===== config.mk =====
export PLATFORM = sky130hd
export DESIGN_NAME = sad_min_tracker
export DESIGN_NICKNAME = d
export VERILOG_FILES = /design/src/rtl/sad_min_tracker.sv
export SDC_FILE = /design/constraint.sdc
export NUM_CORES = 1
export LEC_CHECK = 0
export CORE_ASPECT_RATIO = 0.9
export CORE_MARGIN = 2
export CORE_UTILIZATION = 53
export CTS_BUF_LIST = sky130_fd_sc_hd__clkbuf_4 sky130_fd_sc_hd__clkbuf_8
export DETAILED_ROUTE_END_ITERATION = 10
export GPL_TIMING_DRIVEN = 0
export PLACE_DENSITY = 0.88
export SETUP_SLACK_MARGIN = 0.15
export SLEW_MARGIN = 15
export SYNTH_ARGS = -nofsm -noshare
export SYNTH_HDL_FRONTEND = slang
export SYNTH_SLANG_ARGS = --single-unit
export TNS_END_PERCENT = 100

===== constraint.sdc =====
create_clock -name clk -period 4.2 [get_ports clk]
set_input_delay 1.26 -clock clk [delete_from_list [all_inputs] [get_ports clk]]
set_output_delay 1.26 -clock clk [all_outputs]
set_load 0.05 [all_outputs]

===== src/rtl/sad_min_tracker.sv =====
// Tracks the minimum SAD and its winning MV for each of the nine large partitions
// over one motion-search window; done pulses when the final results are valid.
module sad_min_tracker #(
  parameter int MV_W  = 7,
  parameter int CNT_W = 12
) (
  input  logic                 clk,
  input  logic                 rst_n,
  input  logic                 start,
  input  logic                 sad_valid,
  input  logic                 sad_last,
  input  logic [MV_W-1:0]      mv_x,
  input  logic [MV_W-1:0]      mv_y,
  input  logic [63:0]          sad16x16,
  input  logic [33:0]          sad16x32,
  input  logic [33:0]          sad32x16,
  input  logic [17:0]          sad32x32,
  output logic [63:0]          best16x16,
  output logic [33:0]          best16x32,
  output logic [33:0]          best32x16,
  output logic [17:0]          best32x32,
  output logic [18*MV_W-1:0]   best_mv,
  output logic [CNT_W-1:0]     cand_cnt,
  output logic                 busy,
  output logic                 done
);

  localparam int SLOTS = 9;
  localparam int PW    = 2 * MV_W;

  typedef enum logic [1:0] {IDLE, TRACK, DONE} state_t;

  state_t           state_p1;
  logic [17:0]      cand_p0 [SLOTS];
  logic [PW-1:0]    mv_p0;
  logic [17:0]      best_p1 [SLOTS];
  logic [PW-1:0]    mv_p1   [SLOTS];
  logic [CNT_W-1:0] cnt_p1;
  logic             busy_p1;
  logic             done_p1;

  // "No winner yet" value: all-ones at the native width of each partition's SAD.
  function automatic logic [17:0] sad_ones(input int k);
    if (k < 4)      return 18'h0FFFF;
    else if (k < 8) return 18'h1FFFF;
    else            return 18'h3FFFF;
  endfunction

  function automatic logic [CNT_W-1:0] sat_inc(input logic [CNT_W-1:0] c);
    return (&c) ? c : c + CNT_W'(1);
  endfunction

  // p0: unpack candidate SADs into one zero-extended slot array
  always_comb begin
    for (int k = 0; k < 4; k++) cand_p0[k] = {2'b00, sad16x16[16*k +: 16]};
    for (int k = 0; k < 2; k++) begin
      cand_p0[4+k] = {1'b0, sad16x32[17*k +: 17]};
      cand_p0[6+k] = {1'b0, sad32x16[17*k +: 17]};
    end
    cand_p0[8] = sad32x32;
  end

  assign mv_p0 = {mv_y, mv_x};

  // p1: registered running minima, window control and counter
  always_ff @(posedge clk or negedge rst_n) begin
    if (!rst_n) begin
      state_p1 <= IDLE;
      cnt_p1   <= '0;
      busy_p1  <= 1'b0;
      done_p1  <= 1'b0;
      for (int k = 0; k < SLOTS; k++) begin
        best_p1[k] <= sad_ones(k);
        mv_p1[k]   <= '0;
      end
    end else begin
      done_p1 <= 1'b0;
      if (start) begin
        for (int k = 0; k < SLOTS; k++) begin
          best_p1[k] <= sad_valid ? cand_p0[k] : sad_ones(k);
          mv_p1[k]   <= sad_valid ? mv_p0 : '0;
        end
        cnt_p1 <= {{(CNT_W-1){1'b0}}, sad_valid};
        if (sad_valid && sad_last) begin
          state_p1 <= DONE;
          busy_p1  <= 1'b0;
          done_p1  <= 1'b1;
        end else begin
          state_p1 <= TRACK;
          busy_p1  <= 1'b1;
        end
      end else begin
        case (state_p1)
          TRACK: begin
            if (sad_valid) begin
              // Strict less-than keeps the first-found candidate on ties.
              for (int k = 0; k < SLOTS; k++) begin
                if (cand_p0[k] < best_p1[k]) begin
                  best_p1[k] <= cand_p0[k];
                  mv_p1[k]   <= mv_p0;
                end
              end
              cnt_p1 <= sat_inc(cnt_p1);
              if (sad_last) begin
                state_p1 <= DONE;
                busy_p1  <= 1'b0;
                done_p1  <= 1'b1;
              end
            end
          end
          DONE:    state_p1 <= IDLE;
          default: state_p1 <= IDLE;
        endcase
      end
    end
  end

  assign best16x16 = {best_p1[3][15:0], best_p1[2][15:0], best_p1[1][15:0], best_p1[0][15:0]};
  assign best16x32 = {best_p1[5][16:0], best_p1[4][16:0]};
  assign best32x16 = {best_p1[7][16:0], best_p1[6][16:0]};
  assign best32x32 = best_p1[8];
  assign cand_cnt  = cnt_p1;
  assign busy      = busy_p1;
  assign done      = done_p1;

  always_comb begin
    best_mv = '0;
    for (int k = 0; k < SLOTS; k++) best_mv[k*PW +: PW] = mv_p1[k];
  end

endmodule


==> impl_summary.txt <==
----------------------------------------------------
[Clock tree]
  Quantity of gates resized following cts ... 0
  Hold-fix buffer count after cts ... 0
  Clock transition at the registers of the reported paths ... 0.07 ns
  Clock Path Buffers ... 3
  Root buf cell ... clkbuf_8
  Clock Sinks ... 292
  Number of clock buffers inserted by TritonCTS ... 49
  H-tree levels ... 2
  Worst-skew pair later-pin latency ... 0.57 ns
  Clock tree from TritonCTS ... built
  Number of post-CTS setup repair buffers ... 0

[Die]
  # rows ... 59
  Horiz. Die Dim ... 183.8 um
  I/O pins ... 459
  Starting density of the core ... 53.54%
  Full die area ... 30460 um^2
  Std-Cell Core Area ... 28790 um^2
  Die boundary height ... 165.8 um

[Global route]
  Number of antenna violations at the first check in global routing ... 1
  Pin count of the biggest net entering global routing ... 104
  Wire length of the first global-routing pass ... 75040 um
  Via count of the first global-routing pass ... 13617
  Overall Global Routing Usage ... 31.60%
  Remaining Overflow, GRT ... 0

[STA]
  Max-slew violation count ... 0
  Tightest Pin Transition ... 1.137 ns
  Minimum clock period after layout ... 3.895 ns
  Final hold viol count ... 0
  Hold slack ... 0.4943 ns
  Part of the cycle the worst path needs ... 92.75%
  Unrepaired setup endpoints after global routing ... false
  Final setup skew ... 0.02240 ns
  Setup-violating endpoint count in the final report ... 0
  Worst slew slack as a fraction of its limit ... 24.07%
  Achievable Freq ... 256.7 MHz
  Post-Route Setup TNS ... 0 ns

[Yosys]
  Post-synth top area share ... 25.57%
  Largest cells by area after synthesis ... dfstp_2 26%, dfrtp_1 23%, ha_1 12%
  Post-synthesis instance area ... 15410 um^2
  Commonest cells in the synthesized netlist ... 177 x nor2_1, 150 x dfstp_2, 146 x inv_1
  Number of flops mapped to enable cells by yosys ... 0
  Distinct cells, synth ... 45
  Count leader, synth ... nor2_1
  Cell type with the largest total area after synthesis ... dfstp_2
  Most common flop cell mapped by yosys ... dfstp_2
  Fraction of registers with async set or reset after synthesis ... 100.0%
  Total number of yosys warnings ... 0
  Average cell area after synthesis ... 11.46 um^2
  Post-synthesis instance total ... 1345
  Proportion of synthesized chip area in sequential cells ... 48.62%
  Post-synthesis sequential element count ... 292
  Post-Syn Nets ... 1656

[Hold path]
  Worst hold path class ... reg -> reg

[Routing]
  DRC violations left ... 0
  Drt via density ... 5.551
  Wire length after detailed routing ... 48450 um
  Antenna violation net count after detailed routing ... 0
  Number of vias in the routed layout ... 12567
  Pre-Repair DR Iteration Count ... 7
  Final routed wire length divided by cell count ... 21.40 um
  Initial drt markers ... 569

[Layout]
  Area growth from synthesis to layout ... 40.18%
  Layout cell share with drive strength beyond 1 ... 21.56%
  NumNets Final ... 2167

[Worst setup path]
  Worst path max stage delay ... 0.73 ns
  CP dominant cell by count ... buf_2
  Largest fanout of any net on the critical path ... 10
  Path type of the worst setup path ... in -> reg
  Critical-path top delay cell ... clkdlybuf4s50_1
  Required time of the critical path ... 4.68 ns
  Crit path launch ... start
  R2R Setup Slk ... 1.15 ns
  Logic depth of the worst path, buffers included ... 8
  Launching element type of the critical path ... input pin
  Worst R2R Path Depth ... 9
  Capturing element of the worst setup path ... best16x16[35]
  Type of element capturing the critical path ... flip-flop
  Combined buffer and inverter count along the critical path ... 5
  Worst r2r src ... best16x16[20]
  Crit path DAT ... 4.38 ns
  Crit Reg-Reg Endpoint ... best_mv[14]
  Top delay family on crit path ... buffers and inverters
  Worst path cell trace ... clkdlybuf4s50_1 -> buf_2 -> nor2b_1 -> buf_2 -> buf_2 -> buf_1 -> nor2_1 -> mux2i_1

[Power and ir drop]
  Total power divided by cell area ... 482.9 nW/um^2
  Worst VDD drop ... 0.4187 mV
  Standby leakage power ... 10.45 nW
  Post-layout total power ... 0.01043 W

[Placement]
  Final weighted congestion of routability-driven global placement ... 0.8976
  Count of buffers from port buffering ... 458
  Half-perimeter wire length of the detailed placement result ... 35780 um

[Flow run]
  Max cap viols ... 0

[Status]
  Outcome ... completed

----------------------------------------------------
-- logic make-up after synthesis --
logic type	Yosys count	synth area share, %
flops	292	48.62
mux	268	19.06
buf+inv	195	5.487
fa+ha+maj	142	11.53
simple gates	311	9.149
xor+xnor	10	0.5683
compound gates	127	5.585
-- registers in the layout, summed over array words and instances (netlist names) --
register	flops
best32x32	18
best16x16	64
busy	1
done	1
best_mv	126
cand_cnt	12
best32x16	34
best16x32	34
state_p1	2
-- where the power goes --
| group | total [W] | switching [W] | internal, W |
|---|---|---|---|
| Combinational | 0.00406 | 0.00259 | 0.00147 |
| Sequential | 0.00363 | 0.000247 | 0.00338 |
| Clock | 0.00275 | 0.00120 | 0.00155 |
| Total | 0.0104 | 0.00404 | 0.00640 |
-- layout by cell type, fill, tap and decap left out, types with 9 or more instances in the layout --
| cell | instances |
|---|---|
| nand3_1 | 21 |
| buf_1 | 10 |
| nor2b_1 | 14 |
| dfrtp_1 | 142 |
| inv_1 | 146 |
| mux2_2 | 97 |
| mux2i_1 | 142 |
| a21o_1 | 12 |
| nand4_1 | 11 |
| clkdlybuf4s50_1 | 457 |
| nor2_1 | 177 |
| o21ai_0 | 16 |
| a21oi_1 | 44 |
| clkbuf_8 | 65 |
| clkbuf_4 | 18 |
| buf_4 | 20 |
| nand2b_1 | 10 |
| or3_1 | 12 |
| ha_1 | 142 |
| nand2_1 | 36 |
| mux2_4 | 26 |
| dfstp_2 | 150 |
| a211oi_1 | 19 |
| o22a_1 | 9 |
-- through the flow --
stage	cell area, um^2	utilization [%]	std cells	setup slack [ns]
CTS	21600	75.03	2263	0.2834
detailed placement	20520	71.26	2171	-0.2995
floorplan	15410	-	1345	1.111
finish	21610	75.05	2264	0.3045
global route	21610	75.05	2264	0.2519
global placement	20460	71.05	2169	-10.69
-- how the worst min path moves through the flow --
stage | from | end | depth (start not counted)
2_1_floorplan | state_p1[0] | state_p1[1] | 2
3_3_place_gp | best_mv[16] | best_mv[16] | 1
3_5_place_dp | best_mv[16] | best_mv[16] | 1
4_1_cts | best32x16[33] | best32x16[33] | 2
5_1_grt | best_mv[105] | best_mv[105] | 1
6_report | best_mv[19] | best_mv[19] | 1
-- per-layer routing --
layer  GRT usage, %  wire length, um
met1          37.12            18600
met2          53.27            23180
met3          8.904             3997
met4          15.30             2675
met5              0                0
-- layout make-up --
cell class / count / area, um^2
Timing Repair Buffer: 460 / 4644
Clock inverter: 9 / 56.30
Multi-Input combinational cell: 858 / 7076
Inverter: 146 / 548.0
Tap cell: 366 / 457.9
Sequential cell: 292 / 7495
Fill cell: 1872 / 7183
Antenna cell: 1 / 2.502
Buffer: 49 / 297.8
Clock buffer: 83 / 1030
(Power assumes the default switching activity.)
